--- src/rtl/muldiv_pkg.sv ---
// rtl/muldiv_pkg.sv - shared RV32M funct3 codes, FSM states and divide constants
package muldiv_pkg;

  localparam int unsigned XLEN = 32;

  typedef enum logic [2:0] {
    OP_MUL    = 3'd0,
    OP_MULH   = 3'd1,
    OP_MULHSU = 3'd2,
    OP_MULHU  = 3'd3,
    OP_DIV    = 3'd4,
    OP_DIVU   = 3'd5,
    OP_REM    = 3'd6,
    OP_REMU   = 3'd7
  } muldiv_op_t;

  typedef enum logic [1:0] {
    ST_IDLE = 2'd0,
    ST_ITER = 2'd1,
    ST_DONE = 2'd2
  } muldiv_state_t;

  localparam logic [XLEN-1:0] DIV_ZERO_QUOTIENT = '1;
  localparam logic [XLEN-1:0] OVERFLOW_DIVIDEND = {1'b1, {(XLEN-1){1'b0}}};

endpackage

--- src/rtl/muldiv_negate.sv ---
// rtl/muldiv_negate.sv - conditional two's complement used for operand and result sign fix-up
module muldiv_negate #(
  parameter int Width = 32
) (
  input  logic             neg,
  input  logic [Width-1:0] value,
  output logic [Width-1:0] result
);

  assign result = neg ? (~value + {{(Width-1){1'b0}}, 1'b1}) : value;

endmodule

--- src/rtl/muldiv_unit.sv ---
// rtl/muldiv_unit.sv - iterative RV32M multiply/divide unit, one result bit per clock
module muldiv_unit
  import muldiv_pkg::*;
#(
  parameter int AddressBitWidth = 5,
  parameter int Width           = 32
) (
  input  logic                       clk,
  input  logic                       rst_n,
  input  logic                       start,
  input  logic [2:0]                 op,
  input  logic [Width-1:0]           rs1_data,
  input  logic [Width-1:0]           rs2_data,
  input  logic [AddressBitWidth-1:0] rd_in,
  output logic                       ready,
  output logic [AddressBitWidth-1:0] rd,
  output logic                       rd_write_enable,
  output logic [Width-1:0]           rd_data_out
);

  localparam int CntW = $clog2(Width);
  localparam logic [CntW-1:0] LastCnt = CntW'(Width - 1);
  localparam logic [Width-1:0] DivzQuotient = {Width{DIV_ZERO_QUOTIENT[0]}};
  localparam logic [Width-1:0] OvfDividend  = {OVERFLOW_DIVIDEND[XLEN-1], {(Width-1){1'b0}}};

  muldiv_state_t              state_q, state_d;
  muldiv_op_t                 op_q;
  logic [CntW-1:0]            cnt_q;
  logic [Width-1:0]           hi_q, lo_q, opnd_q, result_q;
  logic                       neg_q;
  logic [AddressBitWidth-1:0] rd_q;

  muldiv_op_t       op_in;
  logic             a_neg, b_neg, div_zero, div_ovf, fast;
  logic [Width-1:0] mag_a, mag_b, fast_result;

  assign op_in    = muldiv_op_t'(op);
  assign a_neg    = (op_in inside {OP_MULH, OP_MULHSU, OP_DIV, OP_REM}) && rs1_data[Width-1];
  assign b_neg    = (op_in inside {OP_MULH, OP_DIV, OP_REM}) && rs2_data[Width-1];
  assign div_zero = op[2] && (rs2_data == '0);
  assign div_ovf  = (op_in inside {OP_DIV, OP_REM}) && (rs1_data == OvfDividend) && (rs2_data == '1);
  assign fast     = div_zero || div_ovf;
  // op[1] distinguishes REM/REMU from DIV/DIVU among the divide codes
  assign fast_result = div_zero ? (op[1] ? rs1_data : DivzQuotient) : (op[1] ? '0 : OvfDividend);

  muldiv_negate #(.Width(Width)) u_mag_a (.neg(a_neg), .value(rs1_data), .result(mag_a));
  muldiv_negate #(.Width(Width)) u_mag_b (.neg(b_neg), .value(rs2_data), .result(mag_b));

  // hi/lo form one shift register: {accumulator, multiplier} or {remainder, dividend/quotient}
  logic [Width:0]   mul_sum, div_shift, div_diff;
  logic [Width-1:0] step_hi, step_lo;

  always_comb begin
    mul_sum   = {1'b0, hi_q} + (lo_q[0] ? {1'b0, opnd_q} : '0);
    div_shift = {hi_q, lo_q[Width-1]};
    div_diff  = div_shift - {1'b0, opnd_q};
    if (op_q[2]) begin
      step_hi = div_diff[Width] ? div_shift[Width-1:0] : div_diff[Width-1:0];
      step_lo = {lo_q[Width-2:0], ~div_diff[Width]};
    end else begin
      step_hi = mul_sum[Width:1];
      step_lo = {mul_sum[0], lo_q[Width-1:1]};
    end
  end

  logic [2*Width-1:0] prod_fix;
  logic [Width-1:0]   div_fix, final_result;

  muldiv_negate #(.Width(2*Width)) u_neg_prod (
    .neg(neg_q), .value({step_hi, step_lo}), .result(prod_fix));
  muldiv_negate #(.Width(Width)) u_neg_div (
    .neg(neg_q), .value(op_q[1] ? step_hi : step_lo), .result(div_fix));

  assign final_result = op_q[2] ? div_fix :
                        (op_q == OP_MUL) ? prod_fix[Width-1:0] : prod_fix[2*Width-1:Width];

  always_ff @(posedge clk or negedge rst_n) begin
    if (!rst_n) state_q <= ST_IDLE;
    else        state_q <= state_d;
  end

  always_comb begin
    state_d = state_q;
    case (state_q)
      ST_IDLE: if (start) state_d = fast ? ST_DONE : ST_ITER;
      ST_ITER: if (cnt_q == LastCnt) state_d = ST_DONE;
      ST_DONE: state_d = ST_IDLE;
      default: state_d = ST_IDLE;
    endcase
  end

  always_ff @(posedge clk or negedge rst_n) begin
    if (!rst_n) begin
      op_q     <= OP_MUL;
      cnt_q    <= '0;
      hi_q     <= '0;
      lo_q     <= '0;
      opnd_q   <= '0;
      result_q <= '0;
      neg_q    <= 1'b0;
      rd_q     <= '0;
    end else if (state_q == ST_IDLE) begin
      if (start) begin
        op_q   <= op_in;
        rd_q   <= rd_in;
        cnt_q  <= '0;
        hi_q   <= '0;
        neg_q  <= (op_in inside {OP_REM, OP_REMU}) ? a_neg : (a_neg ^ b_neg);
        opnd_q <= op[2] ? mag_b : mag_a;
        lo_q   <= op[2] ? mag_a : mag_b;
        if (fast) result_q <= fast_result;
      end
    end else if (state_q == ST_ITER) begin
      hi_q  <= step_hi;
      lo_q  <= step_lo;
      cnt_q <= cnt_q + CntW'(1);
      if (cnt_q == LastCnt) result_q <= final_result;
    end
  end

  assign ready           = (state_q == ST_IDLE);
  assign rd              = rd_q;
  assign rd_write_enable = (state_q == ST_DONE) && (rd_q != '0);
  assign rd_data_out     = result_q;

endmodule

--- config.mk ---
export PLATFORM = sky130hd
export DESIGN_NAME = muldiv_unit
export DESIGN_NICKNAME = d
export VERILOG_FILES = /design/src/rtl/muldiv_pkg.sv /design/src/rtl/muldiv_negate.sv /design/src/rtl/muldiv_unit.sv
export SDC_FILE = /design/constraint.sdc
export NUM_CORES = 1
export LEC_CHECK = 0
export CORE_MARGIN = 4
export CORE_UTILIZATION = 35
export DETAILED_ROUTE_END_ITERATION = 16
export PLACE_DENSITY = 0.6
export SLEW_MARGIN = 20
export SYNTH_ARGS = -nofsm -noshare
export SYNTH_HDL_FRONTEND = slang
export SYNTH_HIERARCHICAL = 1
export SYNTH_SLANG_ARGS = --single-unit
--- constraint.sdc ---
create_clock -name clk -period 6.82 [get_ports clk]
set_input_delay 0.682 -clock clk [delete_from_list [all_inputs] [get_ports clk]]
set_output_delay 0.682 -clock clk [all_outputs]
set_load 0.01 [all_outputs]
=== After elaboration in Yosys (flattened, before gate mapping) ===
Cells that the tools add are included.

* Word-level logic and storage cells: 91
* Output and inout bits: 39
* Input port bits: 75
* Register bits after elaboration: 144

* Reduce and logical (&&, ||, !) cells: 21
* Add/sub/neg operators: 7
* Equality and inequality tests: 13
* Bitwise logic cells: 6
* Mux-type cells: 35

{| class="wikitable"
|+ Operators with widths
! operator !! number
|-
| $mux 32 || 26
|-
| $add 32x1->32 const B || 3
|-
| $not 32->32 || 3
|-
| $add 64x1->64 const B || 1
|-
| $eq 32x32->1 const B || 2
|-
| $mux 64 || 1
|-
| $not 64->64 || 1
|-
| $add 32x32->33 || 1
|-
| $sub 33x32->33 || 1
|-
| $logic_not 32->1 || 1
|-
| $mux 5 || 3
|-
| $eq 3x3->1 const B || 3
|-
| $reduce_bool 2->1 || 4
|-
| $logic_and 1x1->1 || 6
|-
| $mux 2 || 3
|-
| $reduce_and 2->1 || 3
|-
| $add 5x1->5 const B || 1
|-
| $eq 5x5->1 const B || 1
|-
| $reduce_bool 5->1 || 1
|-
| $ne 2x2->1 const B || 2
|-
| $pmux 2 s2 || 1
|-
| $reduce_and 4->1 || 1
|-
| $reduce_bool 4->1 || 1
|-
| $eq 3x1->1 const B || 1
|-
| other kinds (11) || 11
|}

=== Logic depth before layout (Yosys ltp) ===
* Word-level depth: 11
* Gate-level depth with buffers: 25

=== Hierarchy ===
The synthesis kept the hierarchy.

{| class="wikitable"
|+ Modules (own cells, without submodules)
! module !! cells each !! times used !! sequential area each (um2) !! area each (um2)
|-
| muldiv_unit || 1573 || 1 || 3603.5 || 12854.8
|-
| muldiv_negate (u_mag_a ...) || 99 || 3 || 0.0 || 777.0
|-
| muldiv_negate (u_neg_prod) || 206 || 1 || 0.0 || 1649.1
|}

=== Worst setup path after synthesis ===
No wires, ideal clock.

* Kind: register to register
* Start point: reg lo_q[31]
* End point: reg result_q[28], in the netlist rd_data_out[28]
* Data arrival time: 5241 ps
* Setup slack: 1455 ps
* Path buffers: 1
* Stages on the path, launching flop included: 25
* Period minus slack after synthesis: 5365 ps
* Path through: dfrtp_1 -> inv_1 -> ha_1 -> inv_1 -> fa_1 -> a211oi_1 -> o21a_1 -> a211o_1 -> a21oi_4 -> a31o_2 -> a311oi_2 -> buf_4 -> nand2_1 -> o211ai_1 -> nand2_1 -> or4_4 -> or3_4 -> or3_4 -> o41ai_4 -> xnor2_1 -> mux2i_1 -> nor2_1 -> a21oi_1 -> o21ai_0 -> mux2_2

* Longest elaborated chain between the ends: 11

{| class="wikitable"
|+ RTL lines
! element !! line !! text
|-
| start, declared || muldiv_unit.sv:29 || <nowiki>logic [Width-1:0] hi_q, lo_q, opnd_q, result_q;</nowiki>
|-
| start signal, assigned || muldiv_unit.sv:110 || <nowiki>lo_q <= op[2] ? mag_a : mag_b;</nowiki>
|-
| start signal, assigned || muldiv_unit.sv:115 || <nowiki>lo_q <= step_lo;</nowiki>
|-
| $sub 33x32->33 || muldiv_unit.sv:56 || <nowiki>div_diff = div_shift - {1'b0, opnd_q};</nowiki>
|-
| $mux 32 (*) || muldiv_unit.sv:58 || <nowiki>step_hi = div_diff[Width] ? div_shift[Width-1:0] : div_diff[Width-1:0];</nowiki>
|-
| $mux 32 (*) || muldiv_unit.sv:57 || <nowiki>if (op_q[2]) begin</nowiki>
|-
| net step_hi[0] || muldiv_unit.sv:51 || <nowiki>logic [Width-1:0] step_hi, step_lo;</nowiki>
|-
| $not 64->64 (*) || muldiv_negate.sv:10 || <nowiki>assign result = neg ? (~value + {{(Width-1){1'b0}}, 1'b1}) : value;</nowiki>
|-
| $add 64x1->64 (*) || muldiv_negate.sv:10 ||
|-
| $mux 64 (*) || muldiv_negate.sv:10 ||
|-
| net prod_fix[60] || muldiv_unit.sv:66 || <nowiki>logic [2*Width-1:0] prod_fix;</nowiki>
|-
| $mux 32 (*) || muldiv_unit.sv:75 || <nowiki>(op_q == OP_MUL) ? prod_fix[Width-1:0] : prod_fix[2*Width-1:Width];</nowiki>
|-
| $mux 32 (*) || muldiv_unit.sv:74 || <nowiki>assign final_result = op_q[2] ? div_fix :</nowiki>
|-
| $mux 32 (*) || muldiv_unit.sv:117 || <nowiki>if (cnt_q == LastCnt) result_q <= final_result;</nowiki>
|-
| $mux 32 (*) || muldiv_unit.sv:113 || <nowiki>end else if (state_q == ST_ITER) begin</nowiki>
|-
| $mux 32 (*) || muldiv_unit.sv:102 || <nowiki>end else if (state_q == ST_IDLE) begin</nowiki>
|-
| end signal, assigned || muldiv_unit.sv:111 || <nowiki>if (fast) result_q <= fast_result;</nowiki>
|-
| end signal, assigned || muldiv_unit.sv:117 ||
|-
| end, declared || muldiv_unit.sv:29 ||
|}

The timed path passes the listed nets; every way through them passes the cells marked *. The select of a mux whose other input is x is not followed.
A chain may end at the register's enable or synchronous reset.

=== Final worst setup path ===
* Start point: reg lo_q[31]
* End point: reg result_q[18], in the netlist rd_data_out[18]

* Longest elaborated chain between the ends: 11

{| class="wikitable"
|+ RTL lines
! element !! line
|-
| $sub 33x32->33 || muldiv_unit.sv:56
|-
| $mux 32 || muldiv_unit.sv:58
|-
| $mux 32 || muldiv_unit.sv:57
|-
| net step_hi[12] || muldiv_unit.sv:51
|-
| $not 64->64 || muldiv_negate.sv:10
|-
| $add 64x1->64 || muldiv_negate.sv:10
|-
| $mux 64 || muldiv_negate.sv:10
|-
| net prod_fix[50] || muldiv_unit.sv:66
|-
| $mux 32 || muldiv_unit.sv:75
|-
| $mux 32 || muldiv_unit.sv:74
|-
| $mux 32 || muldiv_unit.sv:117
|-
| $mux 32 || muldiv_unit.sv:113
|-
| $mux 32 || muldiv_unit.sv:102
|}

The timed path passes the listed nets, and every way through them passes these cells. The select of a mux whose other input is x is not followed.

==> metrics <==
status finished clean; vias in the first global route ~16000; Top Ports 114; Post-Synth XOR/XNOR Area approximately 11%; synthesized net count about 2200; fin. max-slew vios 0; WL final between 60000 and 70000 um; Mean Syn Cell Area 8.11 um^2; Die Y 227 um; max cap viols 0; largest family of logic cells by synthesized area compound AO/OA/AOI/OAI gates; Max-slew headroom 28.7%; TritonCTS clock tree yes; area of the mapped netlist 0.0168 mm^2; Fmax achieved around 0.16 GHz; Setup Crit Path Kind reg2reg; ys async rst share 100%; post-synthesis mux area share about 12%; Filler cells 4889; RSZ-0062 raised after global routing false; reg-to-reg startpoint lo_q[31]; Yosys top cell by area dfrtp_1; multi-input logic area 0.0125 mm^2; area delta synth->final 13.6%; GRT Total Usage around a quarter; first-pass GRT wire length approximately 100000 um; core footprint 0.0476 mm^2; Row Count 80; top cell type's share of synthesized area 21.4%; DR vias 16900; Least-Margin Pin Slew between 1000 and 1500 ps; router iterations before antenna repair 6; clock tree root buffer cell clkbuf_16; WL/cell 24.0 um; DR iter-0 viols 1738; Clock Sinks 144; largest net degree at the start of global routing 85; Num CTS Buffers 17; clk_lat worst skew ~460 ps; R2R Setup Slk 490 ps; Detail Route Antenna Nets 0; sequential fraction of the synthesis area ~21%; cts-stage hold buffer count 0; worst setup margin between 400 and 500 ps; # Post-CTS Setup Buffers 0; Via density 6.17; Die W roughly 230 um; initial core utilization between 30% and 40%; simple-gate share of the synthesized area roughly a fifth; number of flops mapped to enable cells by yosys 0; CTS H-Tree Depth 4; period utilization a little over 90%; setup tns final 0 ps; Critical Path End Type flip-flop; cell with the most instances after synthesis o21ai_0; leakage approximately 7.4 nW; grt ovf 0; Reg area 0.00361 mm^2; Remaining DRCs 0; flops & latches, synth 144; I/O Buffers between 100 and 150; Critical Path RT 7170 ps; Layout Nets around 2300; area share of fa/ha/maj cells after synthesis 5.44%; CP arrival 6680 ps; deepest clock path buffer count 2; hold crit path type in2async; PostCTS Resize Cnt 0; Compound-Gate Fraction of Synth Area roughly a quarter; Max VDD drop between 200 and 300 uV; worst setup path startpoint lo_q[31]; top post-synthesis cells by area dfrtp_1 (21%), xnor2_1 (9.7%), mux2_2 (6.6%), o21ai_0 (6.2%), mux2i_1 (5.4%); P per Cell Area just over 600 mW/mm^2; clock skew roughly 14 ps; synthesized netlist cell count about 2100; routability cong. around 0.97; Hold WS 285 ps; Worst Path Max Fanout 7; Clock Pin Slew Worst Setup and Hold Paths 70 ps; hpwl dp 51700 um; final setup vio count 0; Setup crit start kind flip-flop; die area ~0.052 mm^2; synth unique cells between 90 and 100; leading cell types by count after synthesis o21ai_0 (209), nand2_1 (201), xnor2_1 (186), nor2_1 (150), dfrtp_1 (144); Synth Warn # 6; initial antenna violation count 4; Most used DFF post-synth dfrtp_1; layout cells sized above 1 around an eighth; Hold Vio Cnt, Final 0; pre-CTS setup slack 369 ps; number of diodes 0; Tmin final about 6300 ps
==> worst max-delay path, cell delays in order, from the launching register on <==
cell and delay [ps]:
dfrtp_1 390, inv_1 80, ha_1 180, inv_1 60
fa_1 430, a211oi_1 240, o21a_1 260, a211o_1 220
a21oi_4 100, a31o_2 300, a311o_1 420, and3_1 230
a311oi_1 470, inv_1 190, or4_1 620, or3_1 340
o41ai_1 510, xnor2_1 170, mux2i_1 160, nor2_1 50
a21oi_1 390, o21ai_0 130, mux2_2 270
==> worst paths after layout <==
path,end,cells past startpoint
max,rd_data_out[18],22
min reg2reg,lo_q[3],2
min,hi_q[15],1
max reg2reg,rd_data_out[18],22
min in group clk,lo_q[3],2
max in group asynchronous,neg_q,2
==> report_power, final <==
group	leakage [nW]	switching (mW)	internal (mW)
clock	0.303	0.438	0.603
combinational	5.33	5.35	3.39
sequential	1.75	0.575	1.27
==> kinds of logic (layout without fill, tap and decap cells) <==
group,Yosys count,in the layout
and+or+nand+nor,634,634
AOI/OAI and AO/OA,631,631
xor gates and xnor gates,206,206
buffers and inverters,197,246
muxes,192,192
DFF,144,144
adders and majority gates,72,72
==> metrics by stage <==
step / power (mW) / utilization (%) / instance area, um^2 / cells
after floorplan: 7.63 / - / 16800 / 2076
after global placement: 10.3 / 38.8 / 18500 / 2708
after detailed placement: 10.4 / 38.8 / 18500 / 2708
after CTS: 11.5 / 40.1 / 19100 / 2740
after global routing: 12.4 / 40.2 / 19100 / 2740
final: 11.6 / 40.2 / 19100 / 2740
==> cell usage in the layout (no fill, tap or decap), drive strengths merged, types with 55 or more instances in the layout <==
cell type,Yosys,routed
dfrtp,144,144
clkdlybuf4s50,0,111
o21ai,218,218
xnor2,186,186
a21oi,144,144
mux2i,90,90
inv,70,75
mux2,98,98
nor2,151,151
ha,70,70
nand2,201,201
o31ai,55,55
==> metal layers <==
metal	global-route usage, %	routed length (um)	vias up	part of all wire (%)
met5	0	41	-	0.062
met4	9.02	2490	6	3.8
met3	4.56	4860	125	7.4
met2	39.2	29700	732	45
met1	34.7	28700	8345	44
li1	-	-	7698	-
==> state kept, by name, indices dropped and copies added (netlist names) <==
signal	count
hi_q	32
lo_q	32
opnd_q	32
rd_data_out	32
cnt_q	5
rd	5
op_q	3
state_q	2
neg_q	1
==> cell type report <==
| class | count | area share, % |
|---|---|---|
| inverters | 71 | 1.39 |
| well taps | 615 | 4.02 |
| clock inverters | 13 | 0.909 |
| repair buffers | 143 | 7.15 |
| clock buffers | 19 | 2.37 |
| flip-flops and latches | 144 | 18.9 |
| multi-input cells | 1735 | 65.3 |
No activity file was read; power rests on OpenSTA's default activity.
